===== src/rtl/cpu_pkg.sv =====
// rtl/cpu_pkg.sv - opcodes, controller and fetch state encodings shared by the CPU blocks
package cpu_pkg;

  localparam logic [7:0] OP_NOP  = 8'h00;
  localparam logic [7:0] OP_LDI  = 8'h01;
  localparam logic [7:0] OP_JMP  = 8'h02;
  localparam logic [7:0] OP_CALL = 8'h03;
  localparam logic [7:0] OP_RET  = 8'h04;
  localparam logic [7:0] OP_HLT  = 8'h05;

  typedef enum logic [1:0] {
    CTRL_RESET,
    CTRL_FETCH,
    CTRL_DECODE,
    CTRL_EXEC
  } ctrl_state_t;

  typedef enum logic [1:0] {
    F_IDLE,
    F_REQ,
    F_DONE
  } fetch_state_t;

  typedef enum logic {
    K_INST,
    K_IMM
  } fetch_kind_t;

endpackage


===== src/rtl/fetch_wait_timer.sv =====
// rtl/fetch_wait_timer.sv - wait-state counter that flags a dead memory after WAIT_MAX cycles
module fetch_wait_timer #(
  parameter int WAIT_MAX = 7
) (
  input  logic clk,
  input  logic reset_n,
  input  logic clear,
  input  logic enable,
  output logic expired
);

  logic [3:0] cnt;

  assign expired = (cnt == 4'(WAIT_MAX));

  // Saturates at WAIT_MAX so a stalled clear cannot wrap the count.
  always_ff @(posedge clk or negedge reset_n) begin
    if (!reset_n) begin
      cnt <= 4'd0;
    end else if (clear) begin
      cnt <= 4'd0;
    end else if (enable && !expired) begin
      cnt <= cnt + 4'd1;
    end
  end

endmodule


===== src/rtl/fetch_unit.sv =====
// rtl/fetch_unit.sv - program counter owner and instruction/operand fetch handshake
module fetch_unit
  import cpu_pkg::*;
#(
  parameter int ADDR_W   = 8,
  parameter int RESET_PC = 0,
  parameter int WAIT_MAX = 7
) (
  input  logic              clk,
  input  logic              reset_n,
  input  logic              fetch_req,
  input  logic              imm_req,
  input  logic              jump_valid,
  input  logic [ADDR_W-1:0] jump_addr,
  output logic              mem_rd,
  output logic [ADDR_W-1:0] mem_addr,
  input  logic              mem_rdy,
  input  logic [7:0]        mem_rdata,
  output logic [7:0]        instruction,
  output logic [7:0]        operand,
  output logic              inst_valid,
  output logic              imm_valid,
  output logic [ADDR_W-1:0] pc,
  output logic              busy,
  output logic              bus_err,
  output logic              req_overrun
);

  fetch_state_t      state, state_next;
  fetch_kind_t       kind;
  logic              jmp_pend;
  logic [ADDR_W-1:0] jmp_pend_addr;
  logic              expired;
  logic              timeout;
  logic              any_req;

  fetch_wait_timer #(.WAIT_MAX(WAIT_MAX)) u_timer (
    .clk     (clk),
    .reset_n (reset_n),
    .clear   (state != F_REQ),
    .enable  (!mem_rdy),
    .expired (expired)
  );

  assign any_req    = fetch_req || imm_req;
  assign timeout    = (state == F_REQ) && !mem_rdy && expired;
  assign mem_rd     = (state == F_REQ);
  assign mem_addr   = pc;
  assign busy       = (state != F_IDLE);
  assign inst_valid = (state == F_DONE) && (kind == K_INST);
  assign imm_valid  = (state == F_DONE) && (kind == K_IMM);

  always_ff @(posedge clk or negedge reset_n) begin
    if (!reset_n) state <= F_IDLE;
    else          state <= state_next;
  end

  always_comb begin
    state_next = state;
    case (state)
      F_IDLE:  if (any_req) state_next = F_REQ;
      F_REQ:   if (mem_rdy || timeout) state_next = F_DONE;
      F_DONE:  state_next = F_IDLE;
      default: state_next = F_IDLE;
    endcase
  end

  always_ff @(posedge clk or negedge reset_n) begin
    if (!reset_n) begin
      pc            <= ADDR_W'(RESET_PC);
      kind          <= K_INST;
      instruction   <= 8'h00;
      operand       <= 8'h00;
      bus_err       <= 1'b0;
      req_overrun   <= 1'b0;
      jmp_pend      <= 1'b0;
      jmp_pend_addr <= '0;
    end else begin
      if ((busy && any_req) || (!busy && fetch_req && imm_req)) req_overrun <= 1'b1;
      case (state)
        F_IDLE: begin
          if (jump_valid) pc <= jump_addr;
          if (fetch_req)    kind <= K_INST;
          else if (imm_req) kind <= K_IMM;
        end
        F_REQ: begin
          if (jump_valid) begin
            jmp_pend      <= 1'b1;
            jmp_pend_addr <= jump_addr;
          end
          if (mem_rdy) begin
            if (kind == K_INST) instruction <= mem_rdata;
            else                operand     <= mem_rdata;
            pc <= pc + 1'b1;
          end else if (expired) begin
            // Feed HLT so the controller parks instead of executing garbage.
            bus_err <= 1'b1;
            if (kind == K_INST) instruction <= OP_HLT;
            else                operand     <= 8'h00;
          end
        end
        F_DONE: begin
          // A jump arriving in DONE itself is newer than any pending one.
          if (jump_valid)    pc <= jump_addr;
          else if (jmp_pend) pc <= jmp_pend_addr;
          jmp_pend <= 1'b0;
        end
        default: ;
      endcase
    end
  end

endmodule


===== config.mk =====
export PLATFORM = sky130hd
export DESIGN_NAME = fetch_unit
export DESIGN_NICKNAME = d
export VERILOG_FILES = /design/src/rtl/cpu_pkg.sv /design/src/rtl/fetch_wait_timer.sv /design/src/rtl/fetch_unit.sv
export SDC_FILE = /design/constraint.sdc
export NUM_CORES = 1
export LEC_CHECK = 0
export ABC_AREA = 1
export CAP_MARGIN = 20
export CORE_AREA = 10 10 96 81
export DETAILED_ROUTE_END_ITERATION = 8
export DIE_AREA = 0 0 106 91
export GPL_TIMING_DRIVEN = 0
export HOLD_SLACK_MARGIN = 0.05
export PLACE_DENSITY_LB_ADDON = 0.12
export SYNTH_ARGS = -nofsm -noshare
export SYNTH_HDL_FRONTEND = slang
export SYNTH_SLANG_ARGS = --single-unit

===== constraint.sdc =====
create_clock -name clk -period 2.1 [get_ports clk]
set_input_delay 0.315 -clock clk [delete_from_list [all_inputs] [get_ports clk]]
set_output_delay 0.315 -clock clk [all_outputs]
set_load 0.02 [all_outputs]

======== After elaboration in Yosys (flattened, before gate mapping) ========
Index checks and enable logic that the tools add are counted.
word-level totals
  bits of input ports ..................... 22
  word-level logic and storage cells ...... 75
  register bits ........................... 42
operators by class
  multiplexer cells ....................... 22
  eq/ne operators ......................... 10
  $add $sub $neg .......................... 2
  bitwise logic cells ..................... 2
  reduce and logical (&&, ||, !) cells .... 29
operator list
  operator             number
  $mux 8               12
  $pmux 8 s3           1
  $reduce_bool 2->1    5
  $reduce_and 3->1     3
  $add 8x1->8 const B  1
  $logic_and 1x1->1    8
  $mux 4               2
  $reduce_and 2->1     4
  $ne 2x1->1 const B   3
  $ne 2x2->1 const B   3
  $add 4x1->4 const B  1
  $eq 4x3->1 const B   1
  $mux 2               2
  $pmux 2 s2           1
  $reduce_and 4->1     1
  $logic_not 1->1      3
  $logic_or 1x1->1     3
  $mux 1               3
  $ne 3x3->1 const B   1
  $reduce_bool 3->1    1
  $eq 2x1->1 const B   1
  $eq 2x2->1 const B   1
  $logic_not 2->1      1
  $not 1->1            2
  $pmux 1 s2           1

======== Depth between registers and ports, before layout ========
  word-level depth ........................ 6
  mapped depth ............................ 11

======== Cells and area by module ========
From an unflattened synthesis, not the netlist that was laid out.
unflattened totals
  cells, all modules ...................... 298
  area total of the unflattened synthesis .. 2371.0 um2
by module, submodules not included
  module            seq. area each (um2)  instances  cells each  area an instance (um2)
  fetch_unit        950.9                 1          270         2144.6
  fetch_wait_timer  100.1                 1          28          226.5

======== Worst setup path after synthesis ========
No wires, ideal clock.
  kind .................................... reg2reg
  from .................................... register state[1]
  to ...................................... register jmp_pend
  setup time .............................. 0.120 ns
  stages on the path, launching flop included .. 8
  data arrival time ....................... 1.525 ns
  setup slack ............................. 0.455 ns
  required time ........................... 1.980 ns
  buffers on the path ..................... 1
  path through ............................ dfrtp_1 -> inv_1 -> ha_1 -> buf_4 -> nand2_1 -> clkinv_1 -> o21ai_0 -> inv_1
on the way
  cells in the longest elaborated chain, start to end .. 3
  elaborated cells on any way between the ends .. 6
  those cells by class .................... eq/ne: 3; mux: 1; reduce/logical: 2
RTL lines
  element                                                                  RTL line           RTL
  from (decl)                                                              fetch_unit.sv:29   fetch_state_t state, state_next;
  from (signal assigned)                                                   fetch_unit.sv:55   else state <= state_next;
  $eq 2x1->1 *                                                             n/a
  net mem_rd                                                               fetch_unit.sv:15   output logic mem_rd,
  $ne 2x2->1 (no source line) / $reduce_bool 2->1 (equally long branches)  n/a
  $reduce_and 2->1 (no source line)                                        n/a
  to (signal assigned)                                                     fetch_unit.sv:76   jmp_pend <= 1'b0;
  to (signal assigned)                                                     fetch_unit.sv:88   jmp_pend <= 1'b1;
  to (signal assigned)                                                     fetch_unit.sv:106  jmp_pend <= 1'b0;
  to (decl)                                                                fetch_unit.sv:31   logic jmp_pend;
The timed path passes the listed nets; every way through them passes the cells marked *.
A chain may end at the register's enable or synchronous reset.

======== Worst setup path after layout ========
  from .................................... register state[0]
  to ...................................... output imm_valid
on the way
  cells in the longest elaborated chain, start to end .. 2
RTL lines
  element            RTL line          RTL
  $eq 2x2->1         fetch_unit.sv:51  assign imm_valid = (state == F_DONE) && (kind == K_IMM);
  $logic_and 1x1->1  fetch_unit.sv:51
  to (decl)          fetch_unit.sv:22  output logic imm_valid,
Every way passes these cells.

==> results.md <==
Yosys:
- The proportion of register bits with asynchronous set or reset after synthesis is 100%.
- The share of the yosys chip area belonging to registers is between 40% and 50%.
- The number of standard cells after synthesis is around 280.
- For this run, the leading register cell type out of synthesis is sky130_fd_sc_hd__dfrtp_1.
- The area share of the largest cell type after synthesis is a little under half.
- The cell type contributing the most total cell area after synthesis is sky130_fd_sc_hd__dfrtp_1.
- In this run the mean area of a mapped cell was around 8 um2.
- The post-synthesis instance area is around 0.0023 mm2.
- The number of warnings issued by yosys is 0.
- The count of different cell masters after synthesis is 23.
- After synthesis, the cell types taking the most area are sky130_fd_sc_hd__dfrtp_1, sky130_fd_sc_hd__nand2_1, sky130_fd_sc_hd__o21ai_0, sky130_fd_sc_hd__inv_1, sky130_fd_sc_hd__ha_1.
- The post-synthesis register bit count is 42.
- When the netlist entered floorplanning its net count stood at around 310.
- In this run, synthesis inferred 0 flip-flops with an integrated enable.

Worst setup path:
- In this run the critical register-to-register path is launched from state[0].
- The maximum fanout along the worst path is 9.
- Across all register-to-register paths, the minimum setup slack is ~230 ps.
- Data on the critical path is required at its endpoint by 1780 ps.
- The worst setup path is launched from a flop.
- STA classifies the critical path endpoint as a primary output.
- The cell depth of the worst flop-to-flop path is 10.
- The data arrival time of the critical path is about 1700 ps.
- The endpoint identified for the worst register-to-register timing path is mem_addr[6].
- The critical path is of the reg -> out type.

Clock network:
- The later pin in the worst-skew pair is clocked with a latency of about 290 ps.
- Counting the buffers created by CTS gives 5.
- The clock root buffer is sky130_fd_sc_hd__clkbuf_8.
- For this design, the sink count on the clock tree is 42.
- Clock-pin slew was measured on the worst setup and hold paths at 80 ps.
- The total setup buffers inserted after CTS is 0.
- TritonCTS built the clock tree.
- The maximum number of buffers from clock root to sink is 2.
- The H-tree was split into 2 levels.

Route:
- The number of detailed-route iterations in the first pass is 4.
- The average vias per placed instance is between 4 and 5.
- The mean routed wirelength per cell is roughly 13 um.
- The total wirelength of the detailed-routed design is around 5800 um.
- The residual DRC count is 0.
- The initial detailed-routing violation count is between 100 and 150.
- The detail route stage leaves a number of antenna-violating nets equal to 0.
- The detailed router placed 1949 vias in this run.

Floorplanning:
- The placement row count is 25.
- The die boundary height is ~91 um.
- From left edge to right edge, the die measures 106 um.
- The die covers between 0.009 and 0.01 mm2.
- The initial core utilization is ~39%.
- The I/O pin count is 60.
- The floorplan step defined a core boundary enclosing roughly 0.0058 mm2.

STA:
- The total of endpoints with negative setup slack in the final report is 0.
- Final hold analysis gives a worst-case slack of 345 ps.
- At the pin with the least slew margin, the transition time is between 400 and 500 ps.
- The worst path needs ~2000 ps of the cycle, external delays included.
- The clock skew after layout is ~6 ps.
- The worst pin sits at a relative slew slack of between 70% and 80%.
- For the final routed database, the setup TNS stands at 0 ps.
- The final max-slew violation count came to 0.
- Timing would allow up to 0.504 GHz.
- Of the available clock period, the critical path in the final layout requires 94.4%.
- Setup repair after global routing left no endpoint under its margin.
- The hold violation count in the final report is 0.

Layout:
- The diode insertion count for antenna repair is 0.
- In the final design database the tool counted 381 nets.
- Of the cells placed in the final design, the portion with a size suffix greater than 1 is approximately 9.7%.
- The area growth from synthesis to layout is 36.2%.
- The area of all placed cells without fillers is slightly above 0.003 mm2.
- For this run, the number of standard cells in the final layout without fillers is between 400 and 500.

Power:
- The peak supply drop is between 0.0006 and 0.0007 V.
- The combinational group share of total power is between 50% and 60%.
- The net switching power figure is 0.00210 W.
- Registers are responsible for 29.6% of the overall power.
- For this design the static power due to leakage is roughly 1.5 nW.
- In this run the power density over the cells is roughly 1600 mW/mm2.
- The clock network is responsible for about an eighth of the overall power.
- Net switching is 43.2% of the power.
- The internal power of the cells totals ~0.0028 W.

Hold path:
- The class of the worst hold path is in -> reg.
- The start point of the worst hold path is mem_rdy.
- The worst hold path was traced through 3 stages.
- The path with the worst hold slack has its endpoint at operand[2].

Run status:
- The flow ran to the end, and the final reports show no timing, DRC or antenna violations.

Placement:
- The number of I/O port buffers is just under 60.
- The cell count after placement is around 420.
- The final weighted congestion in routability-driven placement is between 0.7 and 0.8.
- The HPWL reported at the end of detailed placement is around 4600 um.
- The placed standard-cell area is approximately 0.0030 mm2.

GRT:
- The number of antenna violations at the first check in global routing is 0.
- The via count of the first global-routing pass is between 1500 and 2000.
- The total overflow left after global routing is 0.
- The global router's overall resource usage is between 10% and 20%.
- The first global-routing pass estimated a little under 10000 um of wire.
- Entering global routing, the biggest net connects 28 pins.

Flow run:
- Across the run, the number of max-cap violations was 0.
==> what timing repair did <==
item	in CTS	in global routing
gates resized for setup	5	3
hold buffers	1	0
hold endpoints to repair	15	0
setup endpoints to repair	4	4
==> routing by layer <==
layer	global-route usage (%)	wire (um)
met1	17.3	3030
met2	17.5	2440
met3	4.03	272
met4	3.94	48
met5	0	0
==> critical path, cell delays in order, from the launching register on <==
cell,delay (ps)
sky130_fd_sc_hd__dfrtp_1,440
sky130_fd_sc_hd__inv_1,150
sky130_fd_sc_hd__ha_1,160
sky130_fd_sc_hd__buf_4,170
sky130_fd_sc_hd__nand2_1,60
sky130_fd_sc_hd__inv_1,60
sky130_fd_sc_hd__dlygate4sd2_1,330
==> cell usage in the layout (no fill, tap or decap) <==
cell / Yosys / routed
sky130_fd_sc_hd__buf_4: 13 / 13
sky130_fd_sc_hd__inv_2: 1 / 1
sky130_fd_sc_hd__nor2_4: 2 / 2
sky130_fd_sc_hd__dlygate4sd2_1: 0 / 3
sky130_fd_sc_hd__dfrtp_1: 42 / 42
sky130_fd_sc_hd__nor3_1: 2 / 2
sky130_fd_sc_hd__o21ai_0: 34 / 34
sky130_fd_sc_hd__bufinv_16: 0 / 1
sky130_fd_sc_hd__clkinv_2: 0 / 2
sky130_fd_sc_hd__clkbuf_8: 0 / 5
sky130_fd_sc_hd__nand2_4: 1 / 1
sky130_fd_sc_hd__clkbuf_2: 0 / 1
sky130_fd_sc_hd__nand3_1: 11 / 11
sky130_fd_sc_hd__buf_2: 0 / 1
sky130_fd_sc_hd__nor3b_1: 1 / 1
sky130_fd_sc_hd__dlygate4sd3_1: 0 / 1
sky130_fd_sc_hd__a21oi_4: 0 / 1
sky130_fd_sc_hd__clkinv_1: 1 / 1
sky130_fd_sc_hd__a31o_2: 1 / 1
sky130_fd_sc_hd__inv_1: 27 / 27
sky130_fd_sc_hd__nor2_1: 26 / 26
sky130_fd_sc_hd__nand2_2: 1 / 1
sky130_fd_sc_hd__clkdlybuf4s50_1: 0 / 53
sky130_fd_sc_hd__o21a_1: 12 / 12
sky130_fd_sc_hd__buf_12: 0 / 1
sky130_fd_sc_hd__o21bai_1: 2 / 2
sky130_fd_sc_hd__o211ai_1: 1 / 1
sky130_fd_sc_hd__or2_2: 1 / 1
sky130_fd_sc_hd__a21oi_1: 11 / 10
sky130_fd_sc_hd__ha_1: 8 / 8
sky130_fd_sc_hd__buf_6: 2 / 2
sky130_fd_sc_hd__nand2_1: 83 / 83
sky130_fd_sc_hd__o22ai_1: 1 / 1
==> cell families after synthesis <==
family	after synthesis	synth area share (%)
and+or+nand+nor	128	23.4
AOI/OAI and AO/OA	62	15.6
buffers and inverters	44	10.1
DFF	42	46.5
adders and majority gates	8	4.43
==> worst max-delay path by stage <==
stage	depth (start not counted)	end	startpoint
finish	6	imm_valid	state[0]
global route	11	mem_addr[6]	state[0]
CTS	6	inst_valid	state[0]
detailed placement	6	inst_valid	state[0]
global placement	1	mem_addr[6]	reset_n
floorplan	7	jmp_pend	state[1]
==> flip-flops by register name (all words and copies together) (netlist names) <==
| signal | count |
|---|---|
| u_timer.cnt | 4 |
| state | 2 |
| instruction | 8 |
| req_overrun | 1 |
| bus_err | 1 |
| jmp_pend_addr | 8 |
| operand | 8 |
| mem_addr | 8 |
| jmp_pend | 1 |
| kind | 1 |
==> synthesized netlist by cell type (2+ instances only) <==
cell and count:
sky130_fd_sc_hd__nor3_1 2, sky130_fd_sc_hd__o21bai_1 2, sky130_fd_sc_hd__dfrtp_1 42, sky130_fd_sc_hd__o21a_1 12, sky130_fd_sc_hd__ha_1 8, sky130_fd_sc_hd__buf_4 13, sky130_fd_sc_hd__a21oi_1 11, sky130_fd_sc_hd__buf_6 2
sky130_fd_sc_hd__nor2_1 26, sky130_fd_sc_hd__nor2_4 2, sky130_fd_sc_hd__nand2_1 83, sky130_fd_sc_hd__o21ai_0 34, sky130_fd_sc_hd__inv_1 27, sky130_fd_sc_hd__nand3_1 11
==> final cells by class <==
class / instances / area (um2)
Buffer: 15 / 120
Clock buffer: 5 / 68.8
Clock inverter: 3 / 40.0
Fill cell: 576 / 2740
Inverter: 29 / 109
Multi-Input combinational cell: 198 / 992
Sequential cell: 42 / 1050
Tap cell: 81 / 101
Timing Repair Buffer: 60 / 597
==> power groups by stage <==
| stage | Clock (W) | Sequential [W] | Combinational [W] |
|---|---|---|---|
| floorplan | 0 | 0.00169 | 0.00145 |
| global placement | 0 | 0.00145 | 0.00278 |
| detailed placement | 0 | 0.00146 | 0.00280 |
| CTS | 0.000651 | 0.00144 | 0.00279 |
| global route | 0.000696 | 0.00150 | 0.00312 |
| finish | 0.000630 | 0.00144 | 0.00279 |
==> metrics by stage <==
stage / setup slack, ps / total power (W) / util (%)
4_1_cts: 12.3 / 0.00489 / 52.8
5_1_grt: 16.0 / 0.00532 / 52.9
6_report: 118 / 0.00486 / 52.9
2_1_floorplan: 455 / 0.00314 / -
3_3_place_gp: -474 / 0.00423 / 50.6
3_5_place_dp: 70.2 / 0.00426 / 50.8
Power figures use the tool's default switching activity.
